===== config.mk =====
export PLATFORM = sky130hd
export DESIGN_NAME = seg_btn_io
export DESIGN_NICKNAME = d
export VERILOG_FILES = /design/src/rtl/seg_btn_pkg.sv /design/src/rtl/seg_btn_io_debounce.sv /design/src/rtl/seg_btn_io.sv
export SDC_FILE = /design/constraint.sdc
export NUM_CORES = 1
export LEC_CHECK = 0
export BUFFER_PORTS_ARGS = -buffer_cell sky130_fd_sc_hd__buf_4
export CORE_ASPECT_RATIO = 0.7
export CORE_MARGIN = 5
export CORE_UTILIZATION = 35
export DETAILED_ROUTE_END_ITERATION = 16
export PLACE_DENSITY = 0.59
export SKIP_CTS_REPAIR_TIMING = 1
export SLEW_MARGIN = 10
export SYNTH_ARGS = -nofsm -noshare
export SYNTH_HDL_FRONTEND = slang
export SYNTH_HIERARCHICAL = 1
export SYNTH_SLANG_ARGS = --single-unit

===== constraint.sdc =====
create_clock -name clk -period 2 [get_ports clk]
set_input_delay 0.2 -clock clk [delete_from_list [all_inputs] [get_ports clk]]
set_output_delay 0.2 -clock clk [all_outputs]
set_load 0.1 [all_outputs]

===== src/rtl/seg_btn_pkg.sv =====
`default_nettype none
// ============================================================================
//  Module      : seg_btn_pkg
//  Description : Shared constants and helpers for the seg_btn_io front-panel
//                controller: hex-to-7-segment table, dark-digit cathode
//                pattern, blink phase type and auto-repeat multipliers.
//  Revision    : 1.0 - initial release
// ============================================================================
package seg_btn_pkg;

    // Cathode pattern for a dark digit (all segments off, active-low)
    localparam logic [6:0] SEG_OFF = 7'h7F;

    // Auto-repeat timing in units of SCAN_DIV clock cycles
    localparam int RPT_DELAY_MULT = 32;
    localparam int RPT_RATE_MULT  = 8;

    typedef enum logic {
        BLINK_OFF = 1'b0,
        BLINK_ON  = 1'b1
    } blink_phase_e;

    // Active-low cathodes, bit6 = g ... bit0 = a
    function automatic logic [6:0] hex2seg(input logic [3:0] nib);
        logic [6:0] s;
        case (nib)
            4'h0:    s = 7'h40;
            4'h1:    s = 7'h79;
            4'h2:    s = 7'h24;
            4'h3:    s = 7'h30;
            4'h4:    s = 7'h19;
            4'h5:    s = 7'h12;
            4'h6:    s = 7'h02;
            4'h7:    s = 7'h78;
            4'h8:    s = 7'h00;
            4'h9:    s = 7'h10;
            4'hA:    s = 7'h08;
            4'hB:    s = 7'h03;
            4'hC:    s = 7'h46;
            4'hD:    s = 7'h21;
            4'hE:    s = 7'h06;
            default: s = 7'h0E;
        endcase
        return s;
    endfunction

endpackage
`default_nettype wire


===== src/rtl/seg_btn_io_debounce.sv =====
`default_nettype none
// ============================================================================
//  Module      : btn_debounce
//  Description : One push-button channel: 2-flop synchroniser, counting
//                debouncer, rising-edge press pulse and (when the macro
//                SEG_BTN_AUTOREPEAT_EN is defined) hold-to-repeat pulses.
//  Ports       : clk    - clock
//                rst_n  - synchronous active-low reset
//                btn    - raw asynchronous button, active-high
//                level  - debounced level
//                pulse  - one-cycle press (and repeat) pulse
//  Revision    : 1.0 - initial release
// ============================================================================
module btn_debounce
    import seg_btn_pkg::*;
#(
    parameter int DEB_CYC  = 16
`ifdef SEG_BTN_AUTOREPEAT_EN
    ,
    parameter int SCAN_DIV = 64
`endif
) (
    input  logic clk,
    input  logic rst_n,
    input  logic btn,
    output logic level,
    output logic pulse
);

    localparam int CW = $clog2(DEB_CYC);

    logic          sync1_q;
    logic          sync2_q;
    logic          level_q;
    logic          level_d;
    logic          pulse_q;
    logic          pulse_d;
    logic [CW-1:0] cnt_q;
    logic [CW-1:0] cnt_d;
    logic          rise;

    // Counter only advances while the synced sample disagrees with the
    // accepted level; any agreeing sample restarts the qualification.
    always_comb begin
        cnt_d   = '0;
        level_d = level_q;
        if (sync2_q != level_q) begin
            if (cnt_q == CW'(DEB_CYC - 1)) begin
                level_d = ~level_q;
            end else begin
                cnt_d = cnt_q + 1'b1;
            end
        end
    end

    assign rise = level_d & ~level_q;

`ifdef SEG_BTN_AUTOREPEAT_EN
    localparam int RPT_DELAY = RPT_DELAY_MULT * SCAN_DIV;
    localparam int RPT_RATE  = RPT_RATE_MULT * SCAN_DIV;
    localparam int RW        = $clog2(RPT_DELAY);

    logic [RW-1:0] rpt_cnt_q;
    logic [RW-1:0] rpt_cnt_d;
    logic          rpt_first_q;
    logic          rpt_first_d;
    logic          rpt_fire;

    // Counter starts from zero on the press edge, so the first repeat lands
    // exactly RPT_DELAY cycles after the press pulse, then every RPT_RATE.
    always_comb begin
        rpt_cnt_d   = '0;
        rpt_first_d = 1'b1;
        rpt_fire    = 1'b0;
        if (level_q && level_d) begin
            rpt_first_d = rpt_first_q;
            if ((rpt_first_q && (rpt_cnt_q == RW'(RPT_DELAY - 1))) ||
                (!rpt_first_q && (rpt_cnt_q == RW'(RPT_RATE - 1)))) begin
                rpt_fire    = 1'b1;
                rpt_first_d = 1'b0;
            end else begin
                rpt_cnt_d = rpt_cnt_q + 1'b1;
            end
        end
    end

    always_ff @(posedge clk) begin
        if (!rst_n) begin
            rpt_cnt_q   <= '0;
            rpt_first_q <= 1'b1;
        end else begin
            rpt_cnt_q   <= rpt_cnt_d;
            rpt_first_q <= rpt_first_d;
        end
    end

    assign pulse_d = rise | rpt_fire;
`else
    assign pulse_d = rise;
`endif

    always_ff @(posedge clk) begin
        if (!rst_n) begin
            sync1_q <= 1'b0;
            sync2_q <= 1'b0;
            level_q <= 1'b0;
            pulse_q <= 1'b0;
            cnt_q   <= '0;
        end else begin
            sync1_q <= btn;
            sync2_q <= sync1_q;
            level_q <= level_d;
            pulse_q <= pulse_d;
            cnt_q   <= cnt_d;
        end
    end

    assign level = level_q;
    assign pulse = pulse_q;

endmodule
`default_nettype wire


===== src/rtl/seg_btn_io.sv =====
`default_nettype none
// ============================================================================
//  Module      : seg_btn_io
//  Description : Parametrised front-panel controller: NBTN debounced buttons
//                with press pulses, NDIG-digit multiplexed hex 7-segment
//                display with per-digit blanking and completion blinking.
//                Optional macro SEG_BTN_AUTOREPEAT_EN enables hold-to-repeat
//                button pulses.
//  Ports       : clk, rst_n    - clock, synchronous active-low reset
//                btn           - raw buttons (NBTN)
//                btn_level     - debounced levels (NBTN)
//                btn_pulse     - press pulses (NBTN)
//                disp_val      - hex nibble per digit (4*NDIG)
//                disp_blank    - per-digit dark request (NDIG)
//                comp          - puzzle complete, enables blinking
//                seg           - [6:0] cathodes, [7] dp, [8+i] anodes,
//                                all active-low
//  Revision    : 1.0 - initial release
// ============================================================================
module seg_btn_io
    import seg_btn_pkg::*;
#(
    parameter int NDIG        = 4,
    parameter int NBTN        = 5,
    parameter int DEB_CYC     = 16,
    parameter int SCAN_DIV    = 64,
    parameter int BLINK_SCANS = 8
) (
    input  logic                  clk,
    input  logic                  rst_n,
    input  logic [NBTN-1:0]       btn,
    output logic [NBTN-1:0]       btn_level,
    output logic [NBTN-1:0]       btn_pulse,
    input  logic [4*NDIG-1:0]     disp_val,
    input  logic [NDIG-1:0]       disp_blank,
    input  logic                  comp,
    output logic [8+NDIG-1:0]     seg
);

    localparam int SW = $clog2(SCAN_DIV);
    localparam int IW = (NDIG > 1) ? $clog2(NDIG) : 1;
    localparam int FW = (BLINK_SCANS > 1) ? $clog2(BLINK_SCANS) : 1;

    genvar gi;
    generate
        for (gi = 0; gi < NBTN; gi++) begin : g_btn
            btn_debounce #(
                .DEB_CYC  (DEB_CYC)
`ifdef SEG_BTN_AUTOREPEAT_EN
                ,
                .SCAN_DIV (SCAN_DIV)
`endif
            ) u_btn (
                .clk   (clk),
                .rst_n (rst_n),
                .btn   (btn[gi]),
                .level (btn_level[gi]),
                .pulse (btn_pulse[gi])
            );
        end
    endgenerate

    logic [SW-1:0]     scan_cnt_q;
    logic [SW-1:0]     scan_cnt_d;
    logic [IW-1:0]     dig_idx_q;
    logic [IW-1:0]     dig_idx_d;
    logic [FW-1:0]     frame_cnt_q;
    logic [FW-1:0]     frame_cnt_d;
    blink_phase_e      blink_q;
    blink_phase_e      blink_d;
    logic [8+NDIG-1:0] seg_q;
    logic [8+NDIG-1:0] seg_d;

    logic              scan_wrap;
    logic              frame_wrap;
    logic              dark;
    logic [3:0]        nibble;
    logic [NDIG-1:0]   anodes;

    always_comb begin
        scan_wrap   = (scan_cnt_q == SW'(SCAN_DIV - 1));
        frame_wrap  = scan_wrap && (dig_idx_q == IW'(NDIG - 1));

        scan_cnt_d  = scan_wrap ? '0 : scan_cnt_q + 1'b1;
        dig_idx_d   = dig_idx_q;
        if (scan_wrap) begin
            dig_idx_d = frame_wrap ? '0 : dig_idx_q + 1'b1;
        end

        // Blink phase only runs while comp is set; dropping comp restarts
        // the next blink cycle from a full lit half-period.
        frame_cnt_d = frame_cnt_q;
        blink_d     = blink_q;
        if (!comp) begin
            frame_cnt_d = '0;
            blink_d     = BLINK_ON;
        end else if (frame_wrap) begin
            if (frame_cnt_q == FW'(BLINK_SCANS - 1)) begin
                frame_cnt_d = '0;
                blink_d     = (blink_q == BLINK_ON) ? BLINK_OFF : BLINK_ON;
            end else begin
                frame_cnt_d = frame_cnt_q + 1'b1;
            end
        end

        // Output image is built from the current index and registered, so
        // seg trails an index change by one cycle. comp is used directly so
        // its fall lights the display on the very next update.
        nibble = disp_val[dig_idx_q*4 +: 4];
        dark   = disp_blank[dig_idx_q] | (comp & (blink_q == BLINK_OFF));
        anodes = '1;
        if (!dark) begin
            anodes[dig_idx_q] = 1'b0;
        end
        seg_d = {anodes, 1'b1, (dark ? SEG_OFF : hex2seg(nibble))};
    end

    always_ff @(posedge clk) begin
        if (!rst_n) begin
            scan_cnt_q  <= '0;
            dig_idx_q   <= '0;
            frame_cnt_q <= '0;
            blink_q     <= BLINK_ON;
            seg_q       <= '1;
        end else begin
            scan_cnt_q  <= scan_cnt_d;
            dig_idx_q   <= dig_idx_d;
            frame_cnt_q <= frame_cnt_d;
            blink_q     <= blink_d;
            seg_q       <= seg_d;
        end
    end

    assign seg = seg_q;

endmodule
`default_nettype wire


; ---- After elaboration in Yosys (flattened, before gate mapping)
; Memory sizes are Yosys's and may differ from the RTL's. A register that Yosys moved wholly into a read port is not among the register bits.
; Cells that the tools add are included.
[totals]
inputBits = 28
n_memories = 1
latchBits = 0
ramBits = 0
reg_bits = 64
elab_cells = 104
out_inout_bits = 22
rom_bits = 112
[mem_list]
columns = name, words, word_bits, read_ports, rd_ports_with_merged_regs, wr, line_no
row1 = (no name shown), 16, 7, 1, 1, 0, seg_btn_pkg.sv:26  ; case (nib)
[op_classes]
n_eq_ne = 13
div = 0
add_sub_neg = 8
bitwise_logic = 20
multipliers = 0
n_mux = 17
n_reduce_logical = 11
magnitude_cmp = 2
shifts = 1
[op_table]
columns = cell, n
row1 = $add 4x1->4 const B, 5
row2 = $eq 4x4->1 const B, 5
row3 = $shiftx 16x5->4, 1
row4 = $reduce_or 3->1, 5
row5 = $mux 1, 13
row6 = $not 1->1, 12
row7 = $add 6x1->6 const B, 1
row8 = $and 1x1->1, 6
row9 = $eq 6x6->1 const B, 1
row10 = $ne 1x1->1, 5
row11 = $not 4->4, 1
row12 = $reduce_and 2->1, 2
row13 = $reduce_or 2->1, 2
row14 = $add 3x1->3 const B, 1
row15 = $eq 3x3->1 const B, 1
row16 = $lt 2x3->1 const B, 1
row17 = $mux 3, 1
row18 = $add 2x1->2 const B, 1
row19 = $bmux 1 s2, 1
row20 = $demux 1 s2, 1
row21 = $eq 2x2->1 const B, 1
row22 = $ge 2x1->1 const B, 1
row23 = $logic_and 1x1->1, 2
row24 = $mux 2, 1
row25 = $or 1x1->1, 1

; ---- Longest topological paths before layout
[depth]
depth_word = 5
ltp_mapped = 8
depth_no_buf = 7

; ---- Modules after synthesis
; Netlist, hierarchy kept.
[by_module_without_submodules]
columns = mod, cells_per_inst, area_each_um2, instances, seq_area_each_um2
row1 = btn_debounce, 26, 274.0, 5, 160.2
row2 = seg_btn_io, 130, 1326.3, 1, 460.4

; ---- Least setup slack after synthesis
; No wires, ideal clock.
[synth_path]
path_kind = register to register
start = reg dig_idx_q[0]
end = reg seg_q[0] (netlist: seg[0])
t_arrival_ns = 1.833
path_stages_with_launch = 8
required_ns = 1.882
synth_period_minus_slack_ns = 1.951
setup_slack_ns = 0.049
cell_sequence = dfxtp_1 buf_6 mux4_2 ha_1 o31ai_1 a21oi_1 a21oi_1 o21ai_1
[synth_between]
elab_chain_cells = 4
elab_cells_between_ends = 5
[synth_rtl]
columns = element, line_no
row1 = "start, declared", seg_btn_io.sv:65  ; logic [IW-1:0] dig_idx_q;
row2 = "start signal, assigned", seg_btn_io.sv:127  ; dig_idx_q <= dig_idx_d;
row3 = $bmux 1 s2, seg_btn_io.sv:110  ; dark = disp_blank[dig_idx_q] | (comp & (blink_q == BLINK_OFF));
row4 = $mux 1 (implied by the code), seg_btn_io.sv:110
row5 = $or 1x1->1, seg_btn_io.sv:110
row6 = $reduce_or 2->1 (no line), --
row7 = "end, declared", seg_btn_io.sv:71  ; logic [8+NDIG-1:0] seg_q;
; Several ways; a longest one is shown, not always the timed one. The select of a mux whose other input is x is not followed.
; A chain may end at the register's enable or synchronous reset.

; ---- Final worst setup path
[layout_path]
start = reg dig_idx_q[0]
end = reg seg_q[3] (netlist: seg[3])
; Same word-level chain as after synthesis.

==> results.cfg <==
[outcome]
outcome = finished clean

[floorplanning]
dieArea_sq_um = 9590
start_util = 0.365
die_w_um = 115
core_sq_um = 7380
placementRows = 26
dieHeight_um = 83.4
pin_count = 50

[sta]
skew_ns = 0.00697
maxClockFrequency_mhz = 528
rsz0062_at_grt = false
finalHoldViolCount = 0
setup_viol = 0
finalMaxSlewViolations = 0
postLayoutSetupSlackWorst_ns = 0.108
fin_crit_ns = 1.89
fin_crit_sh = 0.946

[cts]
cts_buffer_depth = 2
cts_sinks = 63
cts_tree = done
cts-root-buf = clkbuf_8
clk_latency_ns = 0.33
htreeDepth = 3
cts-buffers-inserted = 9
cts.clk_slew.worst_paths_ns = 0.07

[routing]
drt_iter0_markers = 82
drt_wl_total_mm = 5.18
num_vias = 1946
drt_first_pass_iters = 4
wl_per_cell_um = 12.3
ant_nets = 0
drc_errors = 0
vias_per_cell = 4.60

[run]
cap_viol_max_count = 0

[layout]
fill_cells = 697
finalNonFillerCells = 423
num_antenna_cells = 0
areaGrowthSynthToFinish_pct = 25.4
drive_above_1_share = 0.280
fin_nets = 366

[min_path]
min_path_cells = 2
min_to = g_btn[1].u_btn/sync1_q$_SDFF_PN0_
hold_class = primary input to flip-flop
hold_start = btn[1]

[placed_design]
io_buffers = 48
hpwlAfterDp_mm = 3.85
pre_cts_slack_ns = 0.00585
dp_cells = 406
gp_congestion = 0.759

[grt]
grt_pass1_wl_mm = 8.87
grt_overflow = 0
grt_pass1_vias = 1850
grt_antenna_before_repair = 0
gr-usage-all-layers = 0.117
grt_max_degree = 39

[synth]
synthCells = 260
synth_area_sq_um = 2700
yosysWarnings = 13
synth_nets = 306
synth_edf_count = 0
synth.ff_latch_count = 63
synth_top_area_share = 0.468
yosysMostFrequentCell = dfxtp_1
netlist_top_cells_area = dfxtp_1 (47%), ha_1 (8.4%), xor2_1 (6.2%), nand3_1 (4.1%), mux2i_1 (3.3%)
synth-seq-area-share = 0.468
synth.largest_area_cell = dfxtp_1
yosys_most_used_dff = dfxtp_1
synth_area_per_cell_sq_um = 10.4
synthTopCellsByCount = dfxtp_1 (63), nand3_1 (22), nor2_1 (22), nand2_1 (20), xor2_1 (19)
synthArstFlopShare = 0
ys_types = 41

[critical_path]
cp-start-kind = flip-flop
r2r_slack_ns = 0.11
worstSetupEndpointType = flip-flop
cp_data_arrival_time_ns = 2.10
r2r_cells = 6
criticalPathCategory = flip-flop to flip-flop
reg2reg_to = seg[3]$_SDFF_PP1_
timing.rr.start = dig_idx_q[0]$_SDFFE_PN0P_
critPathRequiredTime_ns = 2.20
critPathMaxFanout = 5

[power]
combPwrFrac = 0.099
ir_worst_vdd_uv = 430
p_clk_frac = 0.408
internal_power_mw = 1.99
p_per_area_nw_per_um2 = 777
cellLeakagePower_nw = 1.50
pwr-share-seq = 0.493
switching_share = 0.243
net-switching-power_uw = 637
## routing by layer
| metal | vias up | share of wire | GRT usage |
|---|---|---|---|
| li1 | 1009 | - | - |
| met4 | 0 | 0.016 | 0.0416 |
| met3 | 8 | 0.046 | 0.0523 |
| met1 | 898 | 0.51 | 0.160 |
| met5 | - | 0 | 0 |
| met2 | 31 | 0.43 | 0.160 |
## logic make-up after synthesis
family / after synthesis / share of synthesized area
simple gates: 104 / 0.195
flops: 63 / 0.468
compound gates: 21 / 0.0603
xor+xnor: 20 / 0.0650
fa+ha+maj: 18 / 0.0835
mux: 18 / 0.0933
buf+inv: 15 / 0.0339
other cells: 1 / 0.00139
## final cells by class
class | count | area, sq um | share of cell area
multi-input combinational | 182 | 1360 | 0.401
sequential | 63 | 1260 | 0.373
timing repair buffer | 54 | 409 | 0.121
clock buffer | 13 | 149 | 0.0440
tap | 98 | 123 | 0.0363
clock inverter | 3 | 42.5 | 0.0126
inverter | 10 | 38.8 | 0.0115
## per-stage QoR
step | power (mW) | setup TNS, ns | util | hold slack [ns] | cell area (sq um)
floorplan | 1.49 | 0 | - | 0.272 | 2700
global placement | 1.58 | 0 | 0.428 | 0.412 | 3160
detailed placement | 1.58 | 0 | 0.428 | 0.412 | 3160
CTS | 2.68 | -0.00942 | 0.454 | 0.0546 | 3360
global route | 2.76 | 0 | 0.458 | 0.0484 | 3380
finish | 2.63 | 0 | 0.458 | 0.0747 | 3380
## flip-flops by register name (all words and copies together) (netlist names)
name / flops
g_btn.u_btn/cnt_q: 20
seg: 11
scan_cnt_q: 6
g_btn.u_btn/level: 5
g_btn.u_btn/pulse: 5
g_btn.u_btn/sync1_q: 5
g_btn.u_btn/sync2_q: 5
frame_cnt_q: 3
dig_idx_q: 2
blink_q: 1
## worst max-delay path, cell delays in order (launching register included)
cell and delay [ns]:
dfxtp_2 0.37, mux4_2 0.58, buf_4 0.17, ha_1 0.20
mux2_1 0.29, nor2_1 0.10, o21ai_1 0.07
## power groups by stage
stage / Clock [mW] / Sequential, mW / Combinational, mW
2_1_floorplan: 0 / 1.39 / 0.104
3_3_place_gp: 0 / 1.32 / 0.255
3_5_place_dp: 0 / 1.32 / 0.257
4_1_cts: 1.13 / 1.29 / 0.258
5_1_grt: 1.18 / 1.30 / 0.280
6_report: 1.07 / 1.29 / 0.259
## worst max-delay path by stage
stage | from | to | slack, ns
2_1_floorplan | dig_idx_q[0]$_SDFFE_PN0P_ | seg[0]$_SDFF_PP1_ | 0.05
6_report | dig_idx_q[0]$_SDFFE_PN0P_ | seg[3]$_SDFF_PP1_ | 0.11
5_1_grt | dig_idx_q[0]$_SDFFE_PN0P_ | seg[3]$_SDFF_PP1_ | 0.02
3_5_place_dp | dig_idx_q[0]$_SDFFE_PN0P_ | seg[0]$_SDFF_PP1_ | 0.006
3_3_place_gp | dig_idx_q[0]$_SDFFE_PN0P_ | seg[0]$_SDFF_PP1_ | 0.09
4_1_cts | dig_idx_q[0]$_SDFFE_PN0P_ | seg[0]$_SDFF_PP1_ | -0.009
## cell usage in the layout, fill, tap and decap left out, types with 3 or more instances in the layout
cell type and instances:
dfxtp_1 62, buf_4 53, nand3_1 22, nor2_1 22, nand2_1 20, xor2_1 19, ha_1 17, and2_1 12
clkbuf_8 10, mux2i_1 9, inv_1 8, a21oi_1 7, nor3_1 6, nor2b_1 6, and3_2 5, mux4_2 4
and3_1 4, clkbuf_1 3
(Power assumes the default switching activity.)
